===== src/rtl/mm_pkg.sv =====
// Shared constants for the matrix-multiply datapath and its controller.
package mm_pkg;

  localparam int DATA_W = 8;
  localparam int ACC_W  = 18;
  localparam int DIM    = 4;
  localparam int IDX_W  = 2;

  // Column sizes are carried mod 4 (4 encoded as 0); size-1 wraps to the last valid index.
  function automatic logic [IDX_W-1:0] last_idx(input logic [IDX_W-1:0] size);
    return IDX_W'(size - 1'b1);
  endfunction

endpackage


===== src/rtl/mm_mac.sv =====
// Combinational multiply-accumulate: signed product, sign-extended, added to the running sum.
module mm_mac
  import mm_pkg::*;
#(
  parameter int DATA_W = mm_pkg::DATA_W,
  parameter int ACC_W  = mm_pkg::ACC_W
) (
  input  logic signed [DATA_W-1:0] a,
  input  logic signed [DATA_W-1:0] b,
  input  logic                     en,
  input  logic signed [ACC_W-1:0]  acc_in,
  output logic signed [ACC_W-1:0]  sum
);

  logic signed [2*DATA_W-1:0] prod_p0;

  // Widen the full-precision product to accumulator width; the sum itself wraps.
  function automatic logic signed [ACC_W-1:0] sext_prod(input logic signed [2*DATA_W-1:0] p);
    return ACC_W'(p);
  endfunction

  // Product and accumulate in one combinational step; a disabled MAC adds nothing.
  always_comb begin
    prod_p0 = a * b;
    sum     = acc_in + (en ? sext_prod(prod_p0) : '0);
  end

endmodule


===== src/rtl/mm_datapath.sv =====
// Matrix-multiply datapath: two element stores, a shared write pointer, and a MAC/accumulator
// stepped by an external controller through busy/valid/is_legal/change_row.
module mm_datapath
  import mm_pkg::*;
#(
  parameter int DATA_W = mm_pkg::DATA_W,
  parameter int ACC_W  = mm_pkg::ACC_W,
  parameter int DIM    = mm_pkg::DIM
) (
  input  logic                     clk,
  input  logic                     rst,
  input  logic signed [DATA_W-1:0] in_data,
  input  logic                     col_end,
  input  logic                     row_end,
  input  logic                     M1_wen,
  input  logic                     M2_wen,
  input  logic                     busy,
  input  logic                     valid,
  input  logic                     is_legal,
  input  logic                     change_row,
  input  logic [IDX_W-1:0]         M1_col_size,
  input  logic [IDX_W-1:0]         M2_col_size,
  output logic [IDX_W-1:0]         M1_row_idx,
  output logic [IDX_W-1:0]         M1_col_idx,
  output logic [IDX_W-1:0]         M2_col_idx,
  output logic signed [ACC_W-1:0]  out_data
);

  logic signed [DATA_W-1:0] m1 [DIM][DIM];
  logic signed [DATA_W-1:0] m2 [DIM][DIM];
  logic [IDX_W-1:0]         wr_row;
  logic [IDX_W-1:0]         wr_col;
  logic signed [ACC_W-1:0]  acc_p1;
  logic signed [ACC_W-1:0]  mac_sum;
  logic                     mac_en;

  // Indices past the current matrix sizes would read stale store entries; such terms add zero.
  assign mac_en = (M1_col_idx <= last_idx(M1_col_size)) &&
                  (M2_col_idx <= last_idx(M2_col_size));

  mm_mac #(.DATA_W(DATA_W), .ACC_W(ACC_W)) u_mac (
    .a      (m1[M1_row_idx][M1_col_idx]),
    .b      (m2[M1_col_idx][M2_col_idx]),
    .en     (mac_en),
    .acc_in (acc_p1),
    .sum    (mac_sum)
  );

  // Result is presented only on a legal valid cycle, one cycle after the last MAC.
  assign out_data = (valid && is_legal) ? acc_p1 : '0;

  // Store loading: row-major writes through the shared pointer; frozen while computing.
  always_ff @(posedge clk) begin
    if (rst) begin
      for (int r = 0; r < DIM; r++) begin
        for (int c = 0; c < DIM; c++) begin
          m1[r][c] <= '0;
          m2[r][c] <= '0;
        end
      end
      wr_row <= '0;
      wr_col <= '0;
    end else if (busy) begin
      wr_row <= '0;
      wr_col <= '0;
    end else if (M1_wen || M2_wen) begin
      if (M1_wen) m1[wr_row][wr_col] <= in_data;
      if (M2_wen) m2[wr_row][wr_col] <= in_data;
      if (!col_end) begin
        wr_col <= wr_col + IDX_W'(1);
      end else if (!row_end) begin
        wr_col <= '0;
        wr_row <= wr_row + IDX_W'(1);
      end else begin
        wr_col <= '0;
        wr_row <= '0;
      end
    end
  end

  // Compute sequencing: accumulate on busy cycles, emit and step the output index on valid cycles.
  always_ff @(posedge clk) begin
    if (rst || !busy) begin
      acc_p1     <= '0;
      M1_row_idx <= '0;
      M1_col_idx <= '0;
      M2_col_idx <= '0;
    end else if (valid) begin
      acc_p1     <= '0;
      M1_col_idx <= '0;
      if (!is_legal) begin
        M1_row_idx <= '0;
        M2_col_idx <= '0;
      end else if (change_row) begin
        M2_col_idx <= '0;
        M1_row_idx <= M1_row_idx + IDX_W'(1);
      end else begin
        M2_col_idx <= M2_col_idx + IDX_W'(1);
      end
    end else begin
      acc_p1     <= mac_sum;
      M1_col_idx <= M1_col_idx + IDX_W'(1);
    end
  end

endmodule

===== config.mk =====
export PLATFORM = sky130hd
export DESIGN_NAME = mm_datapath
export DESIGN_NICKNAME = d
export VERILOG_FILES = /design/src/rtl/mm_pkg.sv /design/src/rtl/mm_mac.sv /design/src/rtl/mm_datapath.sv
export SDC_FILE = /design/constraint.sdc
export NUM_CORES = 1
export LEC_CHECK = 0
export CAP_MARGIN = 10
export CORE_MARGIN = 5
export CORE_UTILIZATION = 68
export DETAILED_ROUTE_END_ITERATION = 16
export PLACE_DENSITY_LB_ADDON = 0.25
export SLEW_MARGIN = 0
export SYNTH_ARGS = -nofsm -noshare
export SYNTH_HDL_FRONTEND = slang
export SYNTH_SLANG_ARGS = --single-unit

===== constraint.sdc =====
create_clock -name clk -period 17.1 [get_ports clk]
set_input_delay 5.13 -clock clk [delete_from_list [all_inputs] [get_ports clk]]
set_output_delay 5.13 -clock clk [all_outputs]
set_load 0.05 [all_outputs]

Word-level counts from Yosys, hierarchy flattened:

Memory sizes are Yosys's and may differ from the RTL's. A register that Yosys moved wholly into a read port is not among the register bits.
Index checks and enable logic that the tools add are counted.

* multipliers: 1
* equality and inequality tests: 1
* bitwise gates (word level): 3
* order comparisons: 6
* multiplexer cells: 37
* add/sub/neg operators: 8
* reductions and logical operators: 12

Operators with widths (count)
* $mux 32: 6
* $reduce_or 32->1: 2
* $mux 8: 5
* $mux 18: 2
* $bmux 8 s2: 2
* $mux 2: 11
* $add 18x18->18: 1
* $demux 8 s2: 1
* $mul 8x8->16: 1
* $add 2x1->2 const B: 5
* $mux 1: 10
* $ge 3x3->1 const B: 3
* $not 2->3: 3
* $le 2x2->1: 2
* $reduce_and 2->1: 2
* $reduce_or 2->1: 2
* $sub 2x1->2 const B: 2
* $logic_and 1x1->1: 3
* $lt 3x1->1 const B: 1
* $logic_or 1x1->1: 2
* $ne 2x1->1 const B: 1
* $logic_not 1->1: 1

* memories: 2
* memory bits (writable): 256
* input bits: 22
* output and inout bits: 24
* logic and storage cells: 76
* flip-flop bits (word level): 28

Memories
* m1: words 4, width 32, rd ports 1, clocked after memory_dff 1, write ports 4, line mm_datapath.sv:29 `logic signed [DATA_W-1:0] m1 [DIM][DIM];`
* m2: words 4, width 32, rd ports 1, clocked after memory_dff 1, write ports 4, line mm_datapath.sv:30 `logic signed [DATA_W-1:0] m2 [DIM][DIM];`

Depth between registers and ports, before layout:

Gate-level depths: netlist (run 1).

* depth in word-level cells: 8
* depth in mapped cells: 30
* mapped depth without buffers: 27

Modules after synthesis:

Synthesis (run 1) repeated with hierarchy kept, for this count alone.

* cell total of the unflattened synthesis: 1337
* area, all modules: 16703.5 um2

By module, submodules not included
* mm_datapath: area each 13314.0 um2, times used 1, sequential area each 8287.9 um2, cells each 931
* mm_mac: area each 3389.5 um2, times used 1, sequential area each 0.0 um2, cells each 406

Worst setup path after synthesis (run 1):

OpenSTA, ideal clock, no wires.

* path type: in2out
* from: input port is_legal
* to: output port out_data[1]
* buffers on the path: 1
* stages on the path: 3
* slack: 5.873 ns
* arrival time: 6.097 ns
* data required time: 11.970 ns
* cell sequence: clkbuf_1 nand2_1 nor2_1

* word-level cells in the longest chain between the ends: 2

Ends and longest elaborated chain
* start: declaration: line mm_datapath.sv:19 `input logic is_legal,`
* $logic_and 1x1->1: line mm_datapath.sv:50 `assign out_data = (valid && is_legal) ? acc_p1 : '0;`
* $mux 18: line mm_datapath.sv:50
* end: declaration: line mm_datapath.sv:26 `output logic signed [ACC_W-1:0] out_data`

Every way passes these cells.

Worst setup path after layout (run 1):

* from: input port valid
* to: output port out_data[1]

* word-level cells in the longest chain between the ends: 2

Ends and longest elaborated chain
* start: declaration: line mm_datapath.sv:18 `input logic valid,`
* $logic_and 1x1->1: line mm_datapath.sv:50
* $mux 18: line mm_datapath.sv:50

Every way passes these cells.

==> metrics.md, run 1 <==
| Metric | Value |
|---|---|
| Share of cells above drive strength 1 | 12.2% |
| Die width | 166 um |
| Row count | 57 |
| Synth Net Count | 1418 |
| TritonRoute pass-1 iters | 5 |
| Port bufs | 45 |
| Largest family of logic cells by synthesized area | simple AND/OR/NAND/NOR gates |
| Maximum vdd drop | 0.0844 mV |
| Clk sink count | 286 |
| Critical path type | input pin to output port |
| Antenna violations before repair | 1 |
| Core area | 24100 um^2 |
| Rel. slew slack | 20.0% |
| Total GRT Usage | 27.1% |
| Total I/O pin count | 46 |
| Hold Path Class | flip-flop to flip-flop |
| Starting Density | 68.3% |
| Final core occ | 74.5% |
| Vias in the first global route | 10100 |
| Slew Limit Fails | 0 |
| CP required | 11970 ps |
| Slew @ Worst Pin | 1200 ps |
| Post-DRT Antenna Nets | 0 |
| Post-synthesis mux area share | 11.2% |
| Syn-to-layout area delta | 9.07% |
| Max-cap violations | 0 |
| Fin area | 18000 um^2 |
| Post-synth EDFFs | 256 |
| Post-DP Area | 17000 um^2 |
| Post-Synth Simple-Gate Area | 18.2% |
| Post-synth ARST share | 0% |
| F_max | 0.0816 GHz |
| Setup violators final | 0 |
| Arr. time, crit path | 7120 ps |
| Drt wl/cell | 21.6 um |
| CP Capture Type | output port |
| TritonCTS Buffers | 29 |
| Multi-input gate area | 7430 um^2 |
| Initial DRC Count | 970 |
| Worst-Skew Late Latency | 560 ps |
| Routed Wire Length | 35100 um |
| Status | completed |
| Die area | 27400 um^2 |
| Final period utilization | 71.6% |
| Synth unique cells | 54 |
| Largest net degree at the start of global routing | 45 |
| First-pass GRT wire length | 56100 um |
| Compound-cell area share of the yosys netlist | 3.06% |
| Leakage power | 7.21 nW |
| # H-tree levels | 1 |
| Netlist Area Pre-Place | 16500 um^2 |
| Post-Synth Adder-Cell Area | 11.2% |
| Power Total | 0.00198 W |
| Xor and xnor area share after synthesis | 1.44% |
| Total number of vias | 9834 |
| Main synth FF type | edfxtp_1 |
| Endpoints failing hold | 0 |
| Crit path max fanout | 25 |
| Register area share after synthesis | 50.3% |
| Total negative slack | 0 ps |
| Post-CTS Repair Setup Buffers | 0 |
| RD Place Congestion | 0.822 |
| Register area | 8290 um^2 |
| RSZ-0062 raised after global routing | no |
| Syn avg cell area | 12.8 um^2 |
| Congestion Overflow GR | 0 |
| Hold Buf Count CTS | 0 |
| Yosys reg bits | 286 |
| Drt drc | 0 |
| Mapped Cells | 1282 |
| Dpl hpwl | 23600 um |
| Diodes inserted | 0 |
| Root Driver | clkbuf_16 |
| Power per cell area | 110 nW/um^2 |
| Clock slew at reported path FFs | 60 ps |
| CP Launch Type | input pin |
| Vias per cell | 6.04 |
| Fill count | 1576 |
| CTS max path bufs | 3 |
| Nets | 1416 |
| Chip height | 166 um |
| Crit path time final | 12250 ps |
| Synth Warn # | 0 |
| CTS tree | built |
| # resized after CTS | 0 |
| Skew final | 21.1 ps |
area by class of cell:
cell class | count | share of cell area (%)
multi-input cells | 812 | 41.4
flip-flops and latches | 286 | 46.2
clock inverters | 19 | 1.11
well taps | 324 | 2.26
repair buffers | 53 | 2.84
clock buffers | 35 | 4.17
inverters | 98 | 2.05
synthesized netlist by cell type (all sizes together), types with 2 or more instances:
cell type | count | area [um^2]
nand2b | 4 | 25.0
inv | 98 | 368
xor2 | 11 | 96.3
or2 | 33 | 206
o2111ai | 2 | 17.5
and3 | 54 | 338
ha | 58 | 726
edfxtp | 256 | 7690
nor2b | 7 | 43.8
o21bai | 3 | 22.5
buf | 13 | 106
xnor2 | 16 | 140
a21o | 9 | 67.6
nand2 | 35 | 131
a21oi | 23 | 115
o21ai | 17 | 88.8
o311ai | 2 | 17.5
o21a | 5 | 37.5
and2 | 302 | 1890
o211ai | 2 | 15.0
fa | 56 | 1120
dfxtp | 30 | 601
nor3b | 8 | 60.1
nand3 | 6 | 30.0
a31oi | 4 | 25.0
mux2i | 2 | 20.0
a211oi | 3 | 22.5
nor3 | 15 | 75.1
mux4 | 79 | 1820
nor2 | 42 | 158
clkbuf | 73 | 274
per-layer routing:
layer / track usage [%] / vias to the layer above / wire [um]
li1: - / 4470 / -
met1: 37.6 / 4922 / 14100
met2: 45.8 / 376 / 17600
met3: 3.33 / 64 / 2390
met4: 8.32 / 2 / 1030
met5: 0 / - / 13
worst max-delay path, cell delays in order:
cell,delay [ps]
clkdlybuf4s50_1,860
nand2_1,180
nor2_1,130
clkdlybuf4s50_1,810
placed cells by master, fill, tap and decap left out, types with 3 or more instances in the layout:
cell             instances
xnor2_1                 16
mux4_2                  69
a211oi_1                 3
dfxtp_1                 27
clkbuf_16               29
inv_1                   98
a21o_1                   9
buf_4                    8
bufinv_16                4
ha_1                    58
nand2b_1                 4
clkinv_2                 7
edfxtp_1               256
clkbuf_1                 6
or2_2                   32
o21ai_0                 15
and2_1                 301
o21a_1                   5
mux4_1                  10
nor2b_1                  7
nand3_1                  6
and3_1                  54
fa_1                    56
a31oi_1                  4
o21bai_1                 3
clkinv_1                 5
a21oi_1                 23
dfxtp_2                  3
xor2_1                  11
clkdlybuf4s50_1         45
nor3b_1                  7
nor3_1                  15
nor2_1                  42
nand2_1                 35
registers in the layout, indices dropped and copies added (netlist names), named ones only:
name,cells
M1_col_idx,2
m1,128
acc_p1,18
wr_col,2
M1_row_idx,2
wr_row,2
M2_col_idx,2
m2,128
where the power goes:
group          switching [W]  internal [W]
logic               0.000323      0.000217
registers          0.0000118      0.000788
clock network       0.000263      0.000372
total               0.000598       0.00138
final timing paths:
kind | endpoint | slack [ps] | cells past startpoint | from
worst min register to register | wr_row[1]$_SDFFE_PP0P_ | 570 | 2 | wr_row[1]$_SDFFE_PP0P_
worst max-delay path | out_data[1] | 4850 | 4 | valid
worst max register to register | acc_p1[17]$_SDFF_PP0_ | 9280 | 25 | M1_col_idx[0]$_SDFF_PP0_
worst min-delay path | wr_row[1]$_SDFFE_PP0P_ | 570 | 2 | wr_row[1]$_SDFFE_PP0P_
logic make-up (layout without fill, tap and decap cells):
group                      Yosys count  after routing
xor gates and xnor gates            27             27
DFF                                286            286
adders and majority gates          114            114
muxes                               81             81
AOI/OAI and AO/OA                   78             78
buffers and inverters              184            205
and+or+nand+nor                    512            512
stage by stage:
stage          hold slack, ps  std cells  setup slack (ps)
2_1_floorplan             522       1282              5870
3_3_place_gp              538       1573              4930
3_5_place_dp              555       1573              4870
4_1_cts                   568       1627              4860
5_1_grt                   597       1627              4740
6_report                  569       1627              4850
(Power assumes the default switching activity.)
==> run 2: changes to the inputs <==
Settings changed: CORE_UTILIZATION 68 to 63.
Clock period 17.1 ns to 11.7 ns, I/O delays scaled along.
==> metrics.md, run 2 (synthesized netlist as in run 1, its figures left out) <==
| Metric | Value |
|---|---|
| Crit path max fanout | 25 (unchanged) |
| Vias in the first global route | 10100 (-0.83%) |
| CP Capture Type | output port |
| Total GRT Usage | 25.0% (-2.2 points) |
| Post-CTS Repair Setup Buffers | 0 (unchanged) |
| Global route hottest layer | met2 |
| Largest net degree at the start of global routing | 45 (unchanged) |
| Diodes inserted | 0 (unchanged) |
| Met1 Resource Use GR | 33.7% (-4.0 points) |
| Vias per cell | 5.93 (-1.9%) |
| Post-DP Area | 17000 um^2 (about the same) |
| Power per cell area | 159 nW/um^2 (+45%) |
| Antenna violations before repair | 0 (-1) |
| Crit path time final | 9110 ps |
| Root Driver | clkbuf_16 |
| Power Total | 0.00286 W (+45%) |
| Status | completed |
| Total I/O pin count | 46 (unchanged) |
| CTS max path bufs | 3 (unchanged) |
| Worst setup path start | valid |
| Clock slew at reported path FFs | 60 ps (about the same) |
| R2R depth | 22 (-12%) |
| Hold Path Depth | 2 (unchanged) |
| GR Util met2 | 43.1% (-2.7 points) |
| RD Place Congestion | 0.822 (about the same) |
| CP required | 8190 ps (-3780 ps) |
| Clk sink count | 286 (unchanged) |
| Maximum vdd drop | 0.151 mV (+78%) |
| Worst Min Path Start | wr_row[1]$_SDFFE_PP0P_ |
| Hold Path Class | flip-flop to flip-flop |
| Die area | 29500 um^2 (+7.5%) |
| Total number of vias | 9709 (-1.3%) |
| Fin area | 18000 um^2 (+0.15%) |
| Most frequent cells in the layout | and2_1 (301), edfxtp_1 (256), inv_1 (98), mux4_2 (69), ha_1 (58) |
| Core area | 25900 um^2 (+7.5%) |
| Slack of the critical path | 2590 ps (-2260 ps) |
| Leakage power | 7.21 nW (about the same) |
| Hold Slack | 559 ps (-10.3 ps) |
| Max-cap violations | 0 (unchanged) |
| Dpl hpwl | 24200 um (+2.3%) |
| Congestion Overflow GR | 0 (unchanged) |
| Nets | 1417 (+0.071%) |
| CTS tree | built |
| TritonRoute pass-1 iters | 5 (unchanged) |
| RSZ-0062 raised after global routing | no |
| Row count | 59 (+3.5%) |
| # resized after CTS | 0 (unchanged) |
| Setup violators final | 0 (unchanged) |
| Pre-CTS WS | 2600 ps (-2270 ps) |
| Die width | 172 um (+3.7%) |
| F_max | 0.110 GHz |
| Slew @ Worst Pin | 1270 ps (+73.8 ps) |
| Commonest non-fill, non-tap cell in the layout | and2_1 |
| CP Launch Type | input pin |
| # H-tree levels | 1 (unchanged) |
| Syn-to-layout area delta | 9.23% |
| Met3 usage | 4.00% (+0.67 points) |
| Chip height | 172 um (+3.7%) |
| Hold Buf Count CTS | 0 (unchanged) |
| Worst-Skew Late Latency | 550 ps (about the same) |
| First-pass GRT wire length | 56100 um (unchanged) |
| Endpoints failing hold | 0 (unchanged) |
| TritonCTS Buffers | 30 (+3.4%) |
| Post-DRT Antenna Nets | 0 (unchanged) |
| Share of cells above drive strength 1 | 11.8% (-0.37 points) |
| Routed Wire Length | 35300 um (+0.61%) |
| Slew Limit Fails | 0 (unchanged) |
| Initial DRC Count | 889 (-8.4%) |
| Port bufs | 45 (unchanged) |
| Drt drc | 0 (unchanged) |
| Drt wl/cell | 21.6 um (about the same) |
| Skew final | 13.7 ps (-7.43 ps) |
| Fill count | 1787 (+13%) |
| Arr. time, crit path | 5600 ps (-1520 ps) |
| Regs by FF count | m1 (128), m2 (128), acc_p1 (18) |
| Total negative slack | 0 ps (unchanged) |
| Starting Density | 63.5% (-4.8 points) |
| Rel. slew slack | 15.0% (-4.9 points) |
| Critical path type | input pin to output port |
| Final period utilization | 77.9% |
-- run 2: changes by cell type in the layout (fill, tap and decap cells not counted), sizes merged --
cell    previous run  this run
bufinv             4         3
clkbuf            35        43
inv              100        98
clkinv            13         7
-- run 2: layout make-up --
type	count	area, um^2	share of cell area, %
Sequential cell	286	8290	46.1
Multi-Input combinational cell	812	7430	41.3
Clock buffer	43	810	4.50
Timing Repair Buffer	53	531	2.95
Tap cell	335	419	2.33
Inverter	98	368	2.05
Clock inverter	10	133	0.737
-- run 2: per-layer routing --
metal  routed length, um  share of wire [%]
met1               14200                 40
met2               17900                 51
met3                2520                7.1
met4                 740                2.1
met5                   0                  0
-- run 2: worst max-delay path, stage by stage --
cell,delay [ps]
clkdlybuf4s50_1,910
nand2_1,210
nor2_1,150
clkdlybuf4s50_1,820
-- run 2: path summary, 6_finish.rpt --
| path | to | slack (ps) |
|---|---|---|
| hold / removal | wr_row[1]$_SDFFE_PP0P_ | 560 |
| hold reg to reg | wr_row[1]$_SDFFE_PP0P_ | 560 |
| setup reg to reg | acc_p1[17]$_SDFF_PP0_ | 3780 |
| setup / recovery | out_data[1] | 2590 |
-- run 2: report_power, final --
group	internal, W	switching, W	leakage, nW
logic	0.000316	0.000453	3.86
registers	0.00115	0.0000185	2.89
clock network	0.000544	0.000378	0.457
total	0.00201	0.000849	7.21
-- run 2: metrics by stage --
| stage | cells | utilization (%) |
|---|---|---|
| floorplan | 1282 | - |
| global placement | 1583 | 65.7 |
| detailed placement | 1583 | 65.7 |
| CTS | 1636 | 69.3 |
| global route | 1637 | 69.4 |
| finish | 1637 | 69.4 |
==> run 3: changes to the inputs <==
Clock period 11.7 ns to 9.3 ns, I/O delays scaled along.
==> metrics.md, run 3 (synthesized netlist as in run 1, its figures left out) <==
| Metric | Value |
|---|---|
| Status | completed |
| TritonRoute pass-1 iters | 5 (unchanged) |
| Total negative slack | 0 ps (unchanged) |
| Skew final | 44.9 ps (+31.3 ps) |
| Critical path type | flip-flop to flip-flop |
| Share of cells above drive strength 1 | 12.4% (+0.55 points) |
| Worst-Skew Late Latency | 580 ps (+30 ps) |
| Routed Wire Length | 35400 um (about the same) |
| CP Cell Sequence | mux4_1 > mux4_2 > or2_1 > fa_1 > fa_1 > inv_1 > fa_1 > inv_1 > fa_1 > inv_1 > ha_1 > o21ai_0 > o21ai_0 > a31oi_1 > or4_1 > nand2_1 > ha_1 > o21ai_0 > nor2_1 > a211oi_1 > xnor2_1 > mux2i_1 |
| CTS tree | built |
| CP Capture Type | flip-flop |
| Endpoints failing hold | 0 (unchanged) |
| Starting Density | 63.5% (unchanged) |
| Dpl hpwl | 24200 um (+0.11%) |
| Rel. slew slack | 18.7% (+3.7 points) |
| Port bufs | 45 (unchanged) |
| Total I/O pin count | 46 (unchanged) |
| Vias per cell | 5.98 (+0.90%) |
| Crit path max fanout | 32 (+28%) |
| Clock slew at reported path FFs | 70 ps (about the same) |
| Crit path time final | 7960 ps |
| Core area | 25900 um^2 (unchanged) |
| Arr. time, crit path | 8460 ps (+2860 ps) |
| Switch share | 30.1% (+0.42 points) |
| F_max | 0.126 GHz |
| Row count | 59 (unchanged) |
| # H-tree levels | 1 (unchanged) |
| Die area | 29500 um^2 (unchanged) |
| Diodes inserted | 0 (unchanged) |
| Chip height | 172 um (unchanged) |
| Hold Path Class | flip-flop to flip-flop |
| Total GRT Usage | 24.9% (-0.058 points) |
| Slew Limit Fails | 0 (unchanged) |
| Root Driver | clkbuf_16 |
| FF-to-FF setup slack | 1340 ps (-2440 ps) |
| Antenna violations before repair | 0 (unchanged) |
| DR WL met3 | 2160 um (-14%) |
| # resized after CTS | 0 (unchanged) |
| Clk sink count | 286 (unchanged) |
| P_int | 0.00253 W (+26%) |
| CP max stage cell | dfxtp_2 |
| Post-DRT Antenna Nets | 0 (unchanged) |
| Congestion Overflow GR | 0 (unchanged) |
| Most common cell on crit path | fa_1 |
| Hold Buf Count CTS | 0 (unchanged) |
| Die width | 172 um (unchanged) |
| Highest Signal Layer | met4 |
| DRT met1 WL | 14600 um (+3.0%) |
| Maximum vdd drop | 0.154 mV (+2.5%) |
| Regs by FF count | m1 (128), m2 (128), acc_p1 (18) |
| Drt wl/cell | 21.6 um (+0.11%) |
| RSZ-0062 raised after global routing | no |
| Initial DRC Count | 913 (+2.7%) |
| Fin area | 18000 um^2 (about the same) |
| CTS max path bufs | 3 (unchanged) |
| Clock power share | 32.7% (+0.5 points) |
| Net switching power | 0.00109 W (+29%) |
| Post-DP Area | 17000 um^2 (+0.16%) |
| Drt drc | 0 (unchanged) |
| Post-CTS Repair Setup Buffers | 0 (unchanged) |
| Fill count | 1781 (-0.34%) |
| First-pass GRT wire length | 56400 um (+0.52%) |
| Gate power share | 26.7% (about the same) |
| CP peak stage delay | 1050 ps (+140 ps) |
| Commonest non-fill, non-tap cell in the layout | and2_1 |
| Power Total | 0.00363 W (+27%) |
| CP required | 9800 ps (+1610 ps) |
| Nets | 1417 (unchanged) |
| Slew @ Worst Pin | 1220 ps (-55.1 ps) |
| Max-cap violations | 0 (unchanged) |
| Most frequent cells in the layout | and2_1 (301), edfxtp_1 (256), inv_1 (98), mux4_2 (69), ha_1 (58) |
| Vias in the first global route | 10000 (-0.089%) |
| Power per cell area | 201 nW/um^2 (+27%) |
| CP Launch Type | flip-flop |
| Final period utilization | 85.6% |
| RD Place Congestion | 0.875 (+6.4%) |
| Total number of vias | 9790 (+0.83%) |
| Detailed-routed wire length on met2 | 17800 um (-0.50%) |
| Setup violators final | 0 (unchanged) |
| Part of the power in registers | 40.6% (-0.3 points) |
| Leakage power | 7.22 nW (+0.13%) |
| Final core occ | 69.5% (about the same) |
| Largest net degree at the start of global routing | 41 (-8.9%) |
| Syn-to-layout area delta | 9.33% (about the same) |
| TritonCTS Buffers | 29 (-3.3%) |
==> run 3: cell type report <==
cell class	instances	area (um^2)	area share (%)
sequential	286	8290	46.1
clock inverter	18	218	1.21
multi-input combinational	812	7430	41.3
inverter	98	368	2.04
tap	335	419	2.33
timing repair buffer	54	531	2.95
clock buffer	33	741	4.12
==> run 3: path summary, 6_finish.rpt <==
| kind | startpoint | endpoint | depth (start not counted) |
|---|---|---|---|
| worst min-delay path | M1_col_idx[0]$_SDFF_PP0_ | M1_col_idx[0]$_SDFF_PP0_ | 1 |
| worst max-delay path | flip-flop | acc_p1[17]$_SDFF_PP0_ | 22 |
| worst max register to register | flip-flop | acc_p1[17]$_SDFF_PP0_ | 22 |
| worst min register to register | M1_col_idx[0]$_SDFF_PP0_ | M1_col_idx[0]$_SDFF_PP0_ | 1 |
==> run 3: worst max-delay path, delay by kind of cell (launching register included) <==
kind            cells  cell delay (ps)
compound gates      5             1150
xor+xnor            1              180
fa+ha+maj           6             2720
buf+inv             3              140
flops               1             1050
mux                 3             1520
simple gates        4             1100
==> run 3: through the flow <==
stage	hold WS [ps]	cells	setup slack (ps)
finish	519	1636	1340
global route	540	1636	917
CTS	518	1636	1340
detailed placement	500	1585	1350
global placement	499	1585	1500
floorplan	522	1282	2020
==> run 3: routing by layer <==
| metal | vias to the layer above | track usage [%] |
|---|---|---|
| li1 | 4469 | - |
| met1 | 4932 | 34.1 |
| met2 | 330 | 43.1 |
| met3 | 59 | 3.26 |
| met4 | 0 | 5.82 |
| met5 | - | 0 |
==> run 3: power by group through the flow <==
| stage | clock network, W | registers (W) | logic [W] |
|---|---|---|---|
| detailed placement | 0 | 0.00150 | 0.000967 |
| finish | 0.00119 | 0.00147 | 0.000968 |
| CTS | 0.00119 | 0.00147 | 0.000972 |
| global placement | 0 | 0.00150 | 0.000945 |
| global route | 0.00125 | 0.00148 | 0.00109 |
| floorplan | 0 | 0.00149 | 0.000744 |
